--- src/rtl/mips_pkg.sv ---
// Shared MIPS core types and constants used by the fetch front end.
package mips_pkg;

  localparam int unsigned INSTR_W    = 32;
  localparam int unsigned PC_STEP    = 4;
  localparam int unsigned MAX_ADDR_W = 32;

  localparam logic [INSTR_W-1:0] NOP = 32'h0000_0000;

  // pc is carried at full width; narrower address spaces use the low bits.
  typedef struct packed {
    logic [INSTR_W-1:0]    instr;
    logic [MAX_ADDR_W-1:0] pc;
  } fetch_entry_t;

endpackage

--- src/rtl/mips_fetch_unit_if.sv ---
// Redirect, instruction-memory and decode-side signals of the fetch unit.
interface mips_fetch_unit_if #(
  parameter int unsigned ADDR_W = 32
) ();
  import mips_pkg::*;

  logic                redirect_valid;
  logic [ADDR_W-1:0]   redirect_pc;

  logic                imem_req_valid;
  logic                imem_req_ready;
  logic [ADDR_W-1:0]   imem_req_addr;
  logic                imem_rsp_valid;
  logic [INSTR_W-1:0]  imem_rsp_data;

  logic                dec_valid;
  logic                dec_ready;
  logic [INSTR_W-1:0]  dec_instr;
  logic [ADDR_W-1:0]   dec_pc;
  logic [ADDR_W-1:0]   dec_pc_plus4;

  modport master (
    input  redirect_valid, redirect_pc,
    output imem_req_valid, imem_req_addr,
    input  imem_req_ready, imem_rsp_valid, imem_rsp_data,
    output dec_valid, dec_instr, dec_pc, dec_pc_plus4,
    input  dec_ready
  );

  modport slave (
    output redirect_valid, redirect_pc,
    input  imem_req_valid, imem_req_addr,
    output imem_req_ready, imem_rsp_valid, imem_rsp_data,
    input  dec_valid, dec_instr, dec_pc, dec_pc_plus4,
    output dec_ready
  );

endinterface

--- src/rtl/mips_fetch_fifo.sv ---
// Synchronous FIFO with flush; read data comes straight from the head slot.
module mips_fetch_fifo #(
  parameter int unsigned DEPTH = 4,
  parameter int unsigned WIDTH = 32,
  localparam int unsigned PTR_W = $clog2(DEPTH),
  localparam int unsigned CNT_W = PTR_W + 1
) (
  input  logic             clk,
  input  logic             rst,
  input  logic             flush,
  input  logic             push,
  input  logic [WIDTH-1:0] wdata,
  input  logic             pop,
  output logic [WIDTH-1:0] rdata,
  output logic [CNT_W-1:0] count,
  output logic             full,
  output logic             empty
);

  logic [WIDTH-1:0] mem [DEPTH];
  logic [PTR_W-1:0] wr_ptr_q, rd_ptr_q;
  logic [CNT_W-1:0] count_q;
  logic             push_en, pop_en;

  assign full    = (count_q == CNT_W'(DEPTH));
  assign empty   = (count_q == '0);
  assign count   = count_q;
  assign rdata   = mem[rd_ptr_q];
  assign push_en = push && (!full || pop);
  assign pop_en  = pop && !empty;

  // Storage is reset so the head reads as zero straight out of reset.
  always_ff @(posedge clk or posedge rst) begin
    if (rst) begin
      for (int i = 0; i < int'(DEPTH); i++) mem[i] <= '0;
      wr_ptr_q <= '0;
      rd_ptr_q <= '0;
      count_q  <= '0;
    end else if (flush) begin
      wr_ptr_q <= '0;
      rd_ptr_q <= '0;
      count_q  <= '0;
    end else begin
      if (push_en) begin
        mem[wr_ptr_q] <= wdata;
        wr_ptr_q      <= wr_ptr_q + 1'b1;
      end
      if (pop_en) rd_ptr_q <= rd_ptr_q + 1'b1;
      unique case ({push_en, pop_en})
        2'b10:   count_q <= count_q + 1'b1;
        2'b01:   count_q <= count_q - 1'b1;
        default: count_q <= count_q;
      endcase
    end
  end

endmodule

--- src/rtl/mips_fetch_unit.sv ---
// Instruction-fetch front end: PC, credit-limited issue, in-order response
// tagging, prefetch buffering and redirect squashing.
module mips_fetch_unit
  import mips_pkg::*;
#(
  parameter int unsigned       ADDR_W     = 32,
  parameter logic [ADDR_W-1:0] RESET_PC   = '0,
  parameter int unsigned       FIFO_DEPTH = 4
) (
  input logic              clk,
  input logic              rst,
  mips_fetch_unit_if.master bus
);

  localparam int unsigned CNT_W = $clog2(FIFO_DEPTH) + 1;
  localparam int unsigned ENT_W = $bits(fetch_entry_t);

  logic [ADDR_W-1:0] fetch_pc_q, fetch_pc_d;
  logic [CNT_W-1:0]  out_cnt_q, out_cnt_d;
  logic [CNT_W-1:0]  drop_cnt_q, drop_cnt_d;

  logic [CNT_W-1:0]  fifo_count, tag_count;
  logic              fifo_full, fifo_empty, tag_full, tag_empty;
  logic [CNT_W:0]    credit_used;
  logic              redirect, rsp, req_fire, drop_now, push, pop;
  logic [ADDR_W-1:0] tag_head;
  fetch_entry_t      push_entry, head_entry;
  logic [ENT_W-1:0]  head_bits;
  logic              unused_status;

  assign redirect    = bus.redirect_valid;
  assign rsp         = bus.imem_rsp_valid;
  assign credit_used = {1'b0, out_cnt_q} + {1'b0, fifo_count};

  assign bus.imem_req_valid = !rst && !redirect && (credit_used < (CNT_W + 1)'(FIFO_DEPTH));
  assign bus.imem_req_addr  = fetch_pc_q;
  assign req_fire           = bus.imem_req_valid && bus.imem_req_ready;

  // Responses in a redirect cycle belong to the squashed path by definition.
  assign drop_now = rsp && (redirect || (drop_cnt_q != '0));
  assign push     = rsp && !drop_now && !tag_empty;

  assign bus.dec_valid = !fifo_empty && !redirect;
  assign pop           = bus.dec_valid && bus.dec_ready;

  always_comb begin
    push_entry                = '0;
    push_entry.instr          = bus.imem_rsp_data;
    push_entry.pc[ADDR_W-1:0] = tag_head;
  end

  assign head_entry       = fetch_entry_t'(head_bits);
  assign bus.dec_instr    = head_entry.instr;
  assign bus.dec_pc       = head_entry.pc[ADDR_W-1:0];
  assign bus.dec_pc_plus4 = bus.dec_pc + ADDR_W'(PC_STEP);

  always_comb begin
    fetch_pc_d = fetch_pc_q;
    out_cnt_d  = out_cnt_q + CNT_W'(req_fire) - CNT_W'(rsp);
    drop_cnt_d = drop_cnt_q;
    if (redirect) begin
      fetch_pc_d = {bus.redirect_pc[ADDR_W-1:2], 2'b00};
      drop_cnt_d = out_cnt_q - CNT_W'(rsp);
    end else begin
      if (req_fire) fetch_pc_d = fetch_pc_q + ADDR_W'(PC_STEP);
      if (rsp && (drop_cnt_q != '0)) drop_cnt_d = drop_cnt_q - 1'b1;
    end
  end

  always_ff @(posedge clk or posedge rst) begin
    if (rst) begin
      fetch_pc_q <= RESET_PC;
      out_cnt_q  <= '0;
      drop_cnt_q <= '0;
    end else begin
      fetch_pc_q <= fetch_pc_d;
      out_cnt_q  <= out_cnt_d;
      drop_cnt_q <= drop_cnt_d;
    end
  end

  // Tag queue mirrors outstanding requests one-for-one, so it is never flushed.
  mips_fetch_fifo #(
    .DEPTH (FIFO_DEPTH),
    .WIDTH (ADDR_W)
  ) u_tag_fifo (
    .clk   (clk),
    .rst   (rst),
    .flush (1'b0),
    .push  (req_fire),
    .wdata (fetch_pc_q),
    .pop   (rsp),
    .rdata (tag_head),
    .count (tag_count),
    .full  (tag_full),
    .empty (tag_empty)
  );

  mips_fetch_fifo #(
    .DEPTH (FIFO_DEPTH),
    .WIDTH (ENT_W)
  ) u_data_fifo (
    .clk   (clk),
    .rst   (rst),
    .flush (redirect),
    .push  (push),
    .wdata (push_entry),
    .pop   (pop),
    .rdata (head_bits),
    .count (fifo_count),
    .full  (fifo_full),
    .empty (fifo_empty)
  );

  assign unused_status = ^{tag_count, tag_full, fifo_full};

endmodule

--- src/flat_wrapper.sv ---
// flat-port wrapper written by rule: the top's interface ports become plain ports
module mips_fetch_unit_flat import mips_pkg::*;
#(
  parameter int unsigned       ADDR_W     = 32,
  parameter logic [ADDR_W-1:0] RESET_PC   = '0,
  parameter int unsigned       FIFO_DEPTH = 4
)
  (clk, rst, bus_redirect_valid, bus_redirect_pc, bus_imem_req_valid, bus_imem_req_addr, bus_imem_req_ready, bus_imem_rsp_valid, bus_imem_rsp_data, bus_dec_valid, bus_dec_instr, bus_dec_pc, bus_dec_pc_plus4, bus_dec_ready);
  mips_fetch_unit_if #(.ADDR_W(ADDR_W)) bus_i ();
  input logic clk;
  input logic rst;
  input wire logic [$bits(bus_i.redirect_valid)-1:0] bus_redirect_valid;
  input wire logic [$bits(bus_i.redirect_pc)-1:0] bus_redirect_pc;
  output wire logic [$bits(bus_i.imem_req_valid)-1:0] bus_imem_req_valid;
  output wire logic [$bits(bus_i.imem_req_addr)-1:0] bus_imem_req_addr;
  input wire logic [$bits(bus_i.imem_req_ready)-1:0] bus_imem_req_ready;
  input wire logic [$bits(bus_i.imem_rsp_valid)-1:0] bus_imem_rsp_valid;
  input wire logic [$bits(bus_i.imem_rsp_data)-1:0] bus_imem_rsp_data;
  output wire logic [$bits(bus_i.dec_valid)-1:0] bus_dec_valid;
  output wire logic [$bits(bus_i.dec_instr)-1:0] bus_dec_instr;
  output wire logic [$bits(bus_i.dec_pc)-1:0] bus_dec_pc;
  output wire logic [$bits(bus_i.dec_pc_plus4)-1:0] bus_dec_pc_plus4;
  input wire logic [$bits(bus_i.dec_ready)-1:0] bus_dec_ready;
  assign bus_i.redirect_valid = bus_redirect_valid;
  assign bus_i.redirect_pc = bus_redirect_pc;
  assign bus_imem_req_valid = bus_i.imem_req_valid;
  assign bus_imem_req_addr = bus_i.imem_req_addr;
  assign bus_i.imem_req_ready = bus_imem_req_ready;
  assign bus_i.imem_rsp_valid = bus_imem_rsp_valid;
  assign bus_i.imem_rsp_data = bus_imem_rsp_data;
  assign bus_dec_valid = bus_i.dec_valid;
  assign bus_dec_instr = bus_i.dec_instr;
  assign bus_dec_pc = bus_i.dec_pc;
  assign bus_dec_pc_plus4 = bus_i.dec_pc_plus4;
  assign bus_i.dec_ready = bus_dec_ready;
  mips_fetch_unit #(.ADDR_W(ADDR_W), .RESET_PC(RESET_PC), .FIFO_DEPTH(FIFO_DEPTH)) u_core (.clk(clk), .rst(rst), .bus(bus_i));
endmodule
--- config.mk ---
export PLATFORM = sky130hd
export DESIGN_NAME = mips_fetch_unit_flat
export DESIGN_NICKNAME = d
export VERILOG_FILES = /design/src/rtl/mips_pkg.sv /design/src/rtl/mips_fetch_unit_if.sv /design/src/rtl/mips_fetch_fifo.sv /design/src/rtl/mips_fetch_unit.sv /design/src/flat_wrapper.sv
export SDC_FILE = /design/constraint.sdc
export NUM_CORES = 1
export LEC_CHECK = 0
export ABC_AREA = 1
export CORE_MARGIN = 10
export CORE_UTILIZATION = 58
export CTS_BUF_LIST = sky130_fd_sc_hd__clkbuf_4 sky130_fd_sc_hd__clkbuf_8
export DETAILED_ROUTE_END_ITERATION = 16
export GPL_TIMING_DRIVEN = 0
export PLACE_DENSITY = 0.79
export SYNTH_ARGS = -nofsm -noshare
export SYNTH_HDL_FRONTEND = slang
export SYNTH_HIERARCHICAL = 1
export SYNTH_SLANG_ARGS = --single-unit
--- constraint.sdc ---
create_clock -name clk -period 12.7 [get_ports clk]
set_clock_uncertainty 0.1 [all_clocks]
set_input_delay 3.175 -clock clk [delete_from_list [all_inputs] [get_ports clk]]
set_output_delay 3.175 -clock clk [all_outputs]
set_load 0.1 [all_outputs]
Word level (Yosys, flattened, before mapping):

Index checks and enable logic that the tools add are counted.

* word-level logic and storage cells: 108
* bits in registers: 436
* output and inout bits: 130

* reduce and logical (&&, ||, !) cells: 35
* equality and inequality tests: 6
* bitwise logic cells: 5
* mux-type cells: 23
* magnitude comparators: 7
* add/sub/neg operators: 15

Operator list (count)
* $bwmux W256: 1
* $mux W64: 3
* $mux W32: 5
* $bmux W64 S2: 1
* $bwmux W128: 1
* $demux W64 S2: 1
* $add A32 B3 Y32 const B: 2
* $bmux W32 S2: 1
* $demux W32 S2: 1
* $logic_and A1 B1 Y1: 15
* $ge A3 B3 Y1 const B: 4
* $not A2 Y3: 4
* $pmux W3 S2: 2
* $reduce_bool A2 Y1: 5
* $mux W3: 3
* $sub A3 B1 Y3 const B: 3
* $add A2 B1 Y2 const B: 4
* $mux W2: 4
* $logic_not A1 Y1: 7
* $add A3 B1 Y3 const B: 2
* $eq A3 B3 Y1 const B: 2
* $logic_not A3 Y1: 2
* $lt A3 B1 Y1 const B: 2
* $reduce_bool A3 Y1: 2
* other kinds (9): 14

Depth between registers and ports, before layout:

Gate-level depths: netlist (run 1).

* depth in word-level cells: 10
* gate-level depth with buffers: 16
* depth with buffers taken out: 14

By module:

Netlist (run 1), hierarchy kept.

By module, submodules not included
* mips_fetch_fifo at u_core.u_data_fifo: cells an instance 1534, seq. area each 6581.3 µm², area each 12459.4 µm², instances 1
* mips_fetch_fifo at u_core.u_tag_fifo: cells an instance 798, seq. area each 3378.2 µm², area each 6447.4 µm², instances 1
* mips_fetch_unit: cells an instance 596, seq. area each 900.9 µm², area each 3519.6 µm², instances 1

Worst setup path after synthesis (run 1):

OpenSTA, ideal clock, no wires.

* kind: register -> output
* from: reg u_core.u_data_fifo.rd_ptr_q[0]
* to: out bus_dec_pc_plus4[19]
* arrival: 5148 ps
* setup slack: 4277 ps
* stages on the path, launching flop included: 11
* data required time: 9425 ps
* path buffers: 2
* path through: dfrtp_1 -> clkbuf_1 -> clkbuf_1 -> nor2_1 -> o22ai_1 -> nand3_2 -> inv_1 -> nand2_1 -> nor2_1 -> nand3_1 -> xnor2_1

* cells in the longest elaborated chain, start to end: 5

Ends and longest elaborated chain
* start: declaration: RTL line mips_fetch_fifo.sv:21 `logic [PTR_W-1:0] wr_ptr_q, rd_ptr_q;`
* start signal: assignment: RTL line mips_fetch_fifo.sv:48 `if (pop_en) rd_ptr_q <= rd_ptr_q + 1'b1;`
* $not A2 Y3 (not written as such): RTL line mips_fetch_fifo.sv:28 `assign rdata = mem[rd_ptr_q];`
* $bmux W64 S2: RTL line mips_fetch_fifo.sv:28
* $mux W64 (not written as such) (2 in a row): RTL line mips_fetch_fifo.sv:28
* named net bus_dec_pc[4]: RTL line flat_wrapper.sv:21 `output wire logic [$bits(bus_i.dec_pc)-1:0] bus_dec_pc;`
* $add A32 B3 Y32: RTL line mips_fetch_unit.sv:55 `assign bus.dec_pc_plus4 = bus.dec_pc + ADDR_W'(PC_STEP);`
* end: declaration: RTL line flat_wrapper.sv:22 `output wire logic [$bits(bus_i.dec_pc_plus4)-1:0] bus_dec_pc_plus4;`

The timed path passes the listed nets, and every way through them passes these cells. The select of a mux whose other input is x is not followed.

Worst setup path in the final report (run 1):

* from: reg u_core.u_data_fifo.rd_ptr_q[0]
* to: out bus_dec_pc_plus4[19]

* cells in the longest elaborated chain, start to end: 5

Ends and longest elaborated chain (RTL line)
* $not A2 Y3 (not written as such): mips_fetch_fifo.sv:28
* $bmux W64 S2: mips_fetch_fifo.sv:28
* $mux W64 (not written as such) (2 in a row): mips_fetch_fifo.sv:28
* $add A32 B3 Y32: mips_fetch_unit.sv:55

Every way passes these cells. The select of a mux whose other input is x is not followed.

==> flow_summary.yaml, run 1 <==
layout:
  mostFrequentLayoutCells: "nand2_1, dfrtp_1, o21ai_1"
  final_cell_area_sq_mm: 0.0267
  nets: 3304
  layout-drive-gt1-share: 0.0817
  fin_util: 0.705
  nFillCells: 3124
  layout_commonest_cell: "nand2_1"
  area_delta_synth_final_pct: 19.3
  layout.cells.non_filler: 3778
  antenna_cells: 0
grt:
  antenna_found_initial: 0
  grt-ovfl-total: 0
  grt_pass1_wl_microns: 115000
  grt_pass1_vias: 21300
  grt_max_degree: 131
  grt_util_all_layers: 0.302
timing:
  period_needed_ns: 8.79
  period_share: 0.692
  worst_slack_ns: 3.91
  relSlewSlack: 0.276
  setup_viol: 0
  tightest_slew_ns: 1.08
  clock.fmax_mhz: 114
  final-hold-violation-count: 0
  rsz0062_at_grt: "no"
  maxSlewViolCount: 0
placement:
  gp_congestion: 0.951
  dp_hpwl_microns: 52600
  io_buffer_count: 195
  dpl_worst_slack_ns: 3.96
  post_dp_cell_area_sq_mm: 0.0251
  place_inst: 3647
route:
  firstDrtPassIters: 6
  drt_iter0_drc: 2424
  post_drt_wl_per_cell_microns: 19.1
  vias: 21700
  final_antenna_net_count: 0
  drc_errors: 0
  routed_wl_microns: 72200
  avgViaCountPerCell: 5.76
power:
  leakage_nw: 13.8
  power_mw: 6.29
  peakVddDrop_mv: 0.196
  p_per_area_mw_per_mm2: 235
hold_path:
  hold_path.class: "flip-flop to flip-flop"
  hold_start: "u_core/u_data_fifo/mem[91]"
  min_path_cells: 2
  min_to: "u_core/u_data_fifo/mem[91]"
setup_path:
  crit_arrival_ns: 5.51
  critical-path-slowest-cell: "clkdlybuf4s50_1"
  rr_startpoint: "u_core/u_data_fifo/count[2]"
  worstSetupPathType: "flip-flop to primary output"
  start_kind: "flip-flop"
  crit_chain: "clkbuf_1 -> clkbuf_1 -> nor2_1 -> o22ai_1 -> nand3_2 -> inv_1 -> nand2_1 -> nor2_1 -> nand3_1 -> xnor2_1 -> clkdlybuf4s50_1"
  slowest_delay_ns: 1.19
  cp.required_ns: 9.43
  crit_fanout: 10
  r2r_cells: 16
  worstReg2RegEnd: "u_core/u_tag_fifo/count[2]"
  end_kind: "primary output"
  reg2reg_slack_ns: 9.60
cts:
  clk_pin_slew_worst_paths_ns: 0.06
  numCtsBuffers: 75
  cts_hold_buf: 0
  cts_tree: "built"
  root_buffer: "clkbuf_8"
  cts_buffer_depth: 3
  clk_latency_ns: 0.63
  cts_setup_buffers: 0
  cts.sinks: 434
  htree_levels: 3
  ctsResizeCount: 0
floorplanning:
  core_sq_mm: 0.0379
  die-area_sq_mm: 0.0469
  die_x_microns: 217
  fp.dieH_microns: 217
  ioPinCount: 200
  start_util: 0.591
  rows: 71
logic_synthesis:
  ys_warn_count: 6
  synth_area_sq_mm: 0.0224
  syn_area_per_cell_sq_um: 7.66
  netlist_instances: 2926
outcome:
  status: "complete, no violations"
job:
  drv_cap: 0
==> metal layers <==
layer / global-route usage / wire length, microns / vias to the layer above
met5: 0 / 0 / -
met4: 0.138 / 2910 / 0
met1: 0.382 / 28600 / 10300
met3: 0.0571 / 6300 / 194
li1: - / - / 10100
met2: 0.494 / 34300 / 1120
==> per-stage QoR <==
step / setup TNS, ns / hold WS [ns]
after detailed placement: 0 / 0.359
after global placement: -291.16 / 0.352
final: 0 / 0.368
after floorplan: 0 / 0.341
after CTS: 0 / 0.372
after global routing: 0 / 0.388
==> worst max-delay path, delay by kind of cell, from the launching register on <==
kind	cells	cell delay (ns)
buffers and inverters	4	2.48
and+or+nand+nor	5	1.07
AOI/OAI and AO/OA	1	0.69
DFF	1	0.38
xor gates and xnor gates	1	0.26
==> worst max-delay path by stage <==
stage               slack, ns                     endpoint                            from  depth (start not counted)
floorplan                2.18  u_core/u_data_fifo/count[0]                             rst                          1
finish                   3.91         bus_dec_pc_plus4[19]  u_core/u_data_fifo/rd_ptr_q[0]                         11
global placement        -1.14   u_core/u_data_fifo/mem[33]                             rst                          2
detailed placement       3.96                bus_dec_valid              bus_redirect_valid                          5
CTS                      3.95                bus_dec_valid              bus_redirect_valid                          5
global route             3.76         bus_dec_pc_plus4[19]  u_core/u_data_fifo/rd_ptr_q[0]                         11
==> layout make-up <==
type,instances,area (sq um),area share
Sequential cell,434,10900,0.406
Multi-Input combinational cell,2205,10000,0.375
Timing Repair Buffer,198,2030,0.0761
Clock buffer,116,1450,0.0541
Buffer,195,1170,0.0437
Tap cell,511,639,0.0239
Inverter,104,415,0.0155
Clock inverter,15,140,0.00524
==> registers in the layout, summed over array words and instances, names as in the netlist <==
name	count
u_core/u_data_fifo/wr_ptr_q	2
u_core/u_data_fifo/rd_ptr_q	2
u_core/u_tag_fifo/mem	128
u_core/drop_cnt_q	3
u_core/u_tag_fifo/wr_ptr_q	2
u_core/u_tag_fifo/rd_ptr_q	2
u_core/u_data_fifo/count	3
u_core/bus.imem_req_addr	30
u_core/u_data_fifo/mem	256
u_core/u_tag_fifo/count	3
u_core/out_cnt_q	3
==> power breakdown <==
part           total, mW  internal (mW)  switching (mW)
Clock               1.35          0.765           0.581
Combinational       3.17          0.696            2.48
Sequential          1.77           1.59           0.174
(Power assumes the default switching activity.)
==> run 2, diff against run 1 <==
==> constraint.sdc (replaced) <==
create_clock -name clk -period 8.4 [get_ports clk]
set_clock_uncertainty 0.1 [all_clocks]
set_input_delay 2.1 -clock clk [delete_from_list [all_inputs] [get_ports clk]]
set_output_delay 2.1 -clock clk [all_outputs]
set_load 0.1 [all_outputs]
==> run 2 against run 1 <==
  * Core utilization is 0.059 points higher
  * Cell count about the same
  * Hold slack is essentially flat
  * Sequential cell count unchanged
  * Via count is essentially flat
  * Die area is the same
  * Clock power is 45% higher
  * Highest routed layer unchanged
==> flow_summary.yaml, run 2 (synthesis gave the netlist of run 1 again) <==
timing:
  tightest_slew_ns: 1.07
  whs_ns: 0.368
  rsz0062_at_grt: "no"
  relSlewSlack: 0.284
  maxSlewViolCount: 0
  tns_ns: 0
  period_needed_ns: 7.69
  period_share: 0.915
  setup_viol: 0
  clock.fmax_mhz: 130
  final-hold-violation-count: 0
layout:
  area_delta_synth_final_pct: 19.4
  layout_commonest_cell: "nand2_1"
  nets: 3310
  layout-drive-gt1-share: 0.0820
  mostFrequentLayoutCells: "nand2_1, dfrtp_1, o21ai_1"
  nFillCells: 3139
  largest_reg_flops: 256
  top_register: "u_core/u_data_fifo/mem"
  antenna_cells: 0
floorplanning:
  rows: 71
  fp.dieH_microns: 217
  start_util: 0.591
  die-area_sq_mm: 0.0469
  die_x_microns: 217
  core_sq_mm: 0.0379
  ioPinCount: 200
cts:
  root_buffer: "clkbuf_8"
  cts.sinks: 434
  cts_buffer_depth: 3
  cts_tree: "built"
  cts_hold_buf: 0
  numCtsBuffers: 76
  clk_pin_slew_worst_paths_ns: 0.06
  cts_setup_buffers: 0
  ctsResizeCount: 0
  clk_latency_ns: 0.63
  htree_levels: 3
route:
  drc_errors: 0
  post_drt_wl_per_cell_microns: 19.0
  routed_wl_microns: 71800
  drt_iter0_drc: 2252
  final_antenna_net_count: 0
  vias: 21700
  avgViaCountPerCell: 5.75
  firstDrtPassIters: 7
placement:
  gp_congestion: 0.947
  dp_hpwl_microns: 53000
  io_buffer_count: 195
setup_path:
  slowest_delay_ns: 1.20
  worstSetupPathType: "flip-flop to primary output"
  crit_fanout: 10
  start_kind: "flip-flop"
  end_kind: "primary output"
  critical-path-top-delay-family: "buffers and inverters"
  path_buf_inv: 4
  crit_arrival_ns: 5.49
  cp.required_ns: 6.20
  crit_chain: "clkbuf_1 -> clkbuf_1 -> nor2_1 -> o22ai_1 -> ha_1 -> nand3_1 -> inv_1 -> nand2_1 -> nor2_1 -> xor2_1 -> clkdlybuf4s50_1"
  critical-path-slowest-cell: "clkdlybuf4s50_1"
outcome:
  status: "complete, no violations"
grt:
  antenna_found_initial: 0
  grt_util_all_layers: 0.301
  grt_pass1_wl_microns: 114000
  grt_pass1_vias: 21300
  grt_max_degree: 79
  grt-ovfl-total: 0
power:
  peakVddDrop_mv: 0.250
  p_per_area_mw_per_mm2: 353
  leakage_nw: 13.8
hold_path:
  hold_path.class: "flip-flop to flip-flop"
job:
  drv_cap: 0
==> run 2: cell count changes in the layout (fill, tap and decap cells not counted), sizes merged <==
cell	previous run	this run
buf	105	110
clkbuf	209	212
inv	104	101
bufinv	2	0
clkinvlp	3	1
==> run 2: area by class of cell <==
| cell class | count | area, sq um | share of cell area |
|---|---|---|---|
| flip-flops and latches | 434 | 10900 | 0.406 |
| multi-input cells | 2205 | 10000 | 0.375 |
| repair buffers | 203 | 2120 | 0.0792 |
| clock buffers | 119 | 1490 | 0.0556 |
| plain buffers | 195 | 1170 | 0.0436 |
| well taps | 511 | 639 | 0.0239 |
| inverters | 104 | 412 | 0.0154 |
| clock inverters | 8 | 40.0 | 0.00150 |
==> run 2: path summary, 6_finish.rpt <==
check                                          startpoint  slack (ns)  depth (start not counted)                           to
max reg2reg                   u_core/u_data_fifo/count[2]        5.38                         16   u_core/u_tag_fifo/count[2]
min reg2reg                   u_core/u_data_fifo/mem[144]        0.37                          2  u_core/u_data_fifo/mem[144]
max                        u_core/u_data_fifo/rd_ptr_q[0]        0.71                         11         bus_dec_pc_plus4[18]
max in group asynchronous                             rst        5.02                          6  u_core/u_data_fifo/mem[217]
min in group asynchronous                             rst        1.91                          2  u_core/u_data_fifo/count[2]
min                           u_core/u_data_fifo/mem[144]        0.37                          2  u_core/u_data_fifo/mem[144]
==> run 2: power by group <==
group / switching (mW) / internal [mW] / total [mW]
combinational: 3.74 / 1.06 / 4.80
sequential: 0.268 / 2.41 / 2.68
clock: 0.851 / 1.11 / 1.96
total: 4.86 / 4.58 / 9.44
==> run 2: routing by layer <==
layer,track usage,part of all wire,vias to the layer above
met2,0.494,0.48,1151
met3,0.0623,0.093,231
met1,0.370,0.39,10200
met5,0,0,-
met4,0.151,0.046,0
li1,-,-,10200
==> run 2: tightest hold or removal path: cells and delay by family (launching register included) <==
kind             cells  cell delay, ns
AO/OA/AOI/OAI        1            0.06
AND/OR/NAND/NOR      1            0.05
flip-flops           1            0.33
==> run 2: stage by stage <==
step / cells / util / area (sq um) / setup slack [ns] / power (mW)
global placement: 3644 / 0.661 / 25100 / 0.685 / 7.38
detailed placement: 3652 / 0.665 / 25200 / 1.45 / 7.47
CTS: 3779 / 0.705 / 26800 / 0.777 / 9.43
global route: 3779 / 0.705 / 26800 / 0.436 / 9.83
finish: 3779 / 0.705 / 26800 / 0.713 / 9.44
floorplan: 2938 / - / 22500 / 1.05 / 6.16
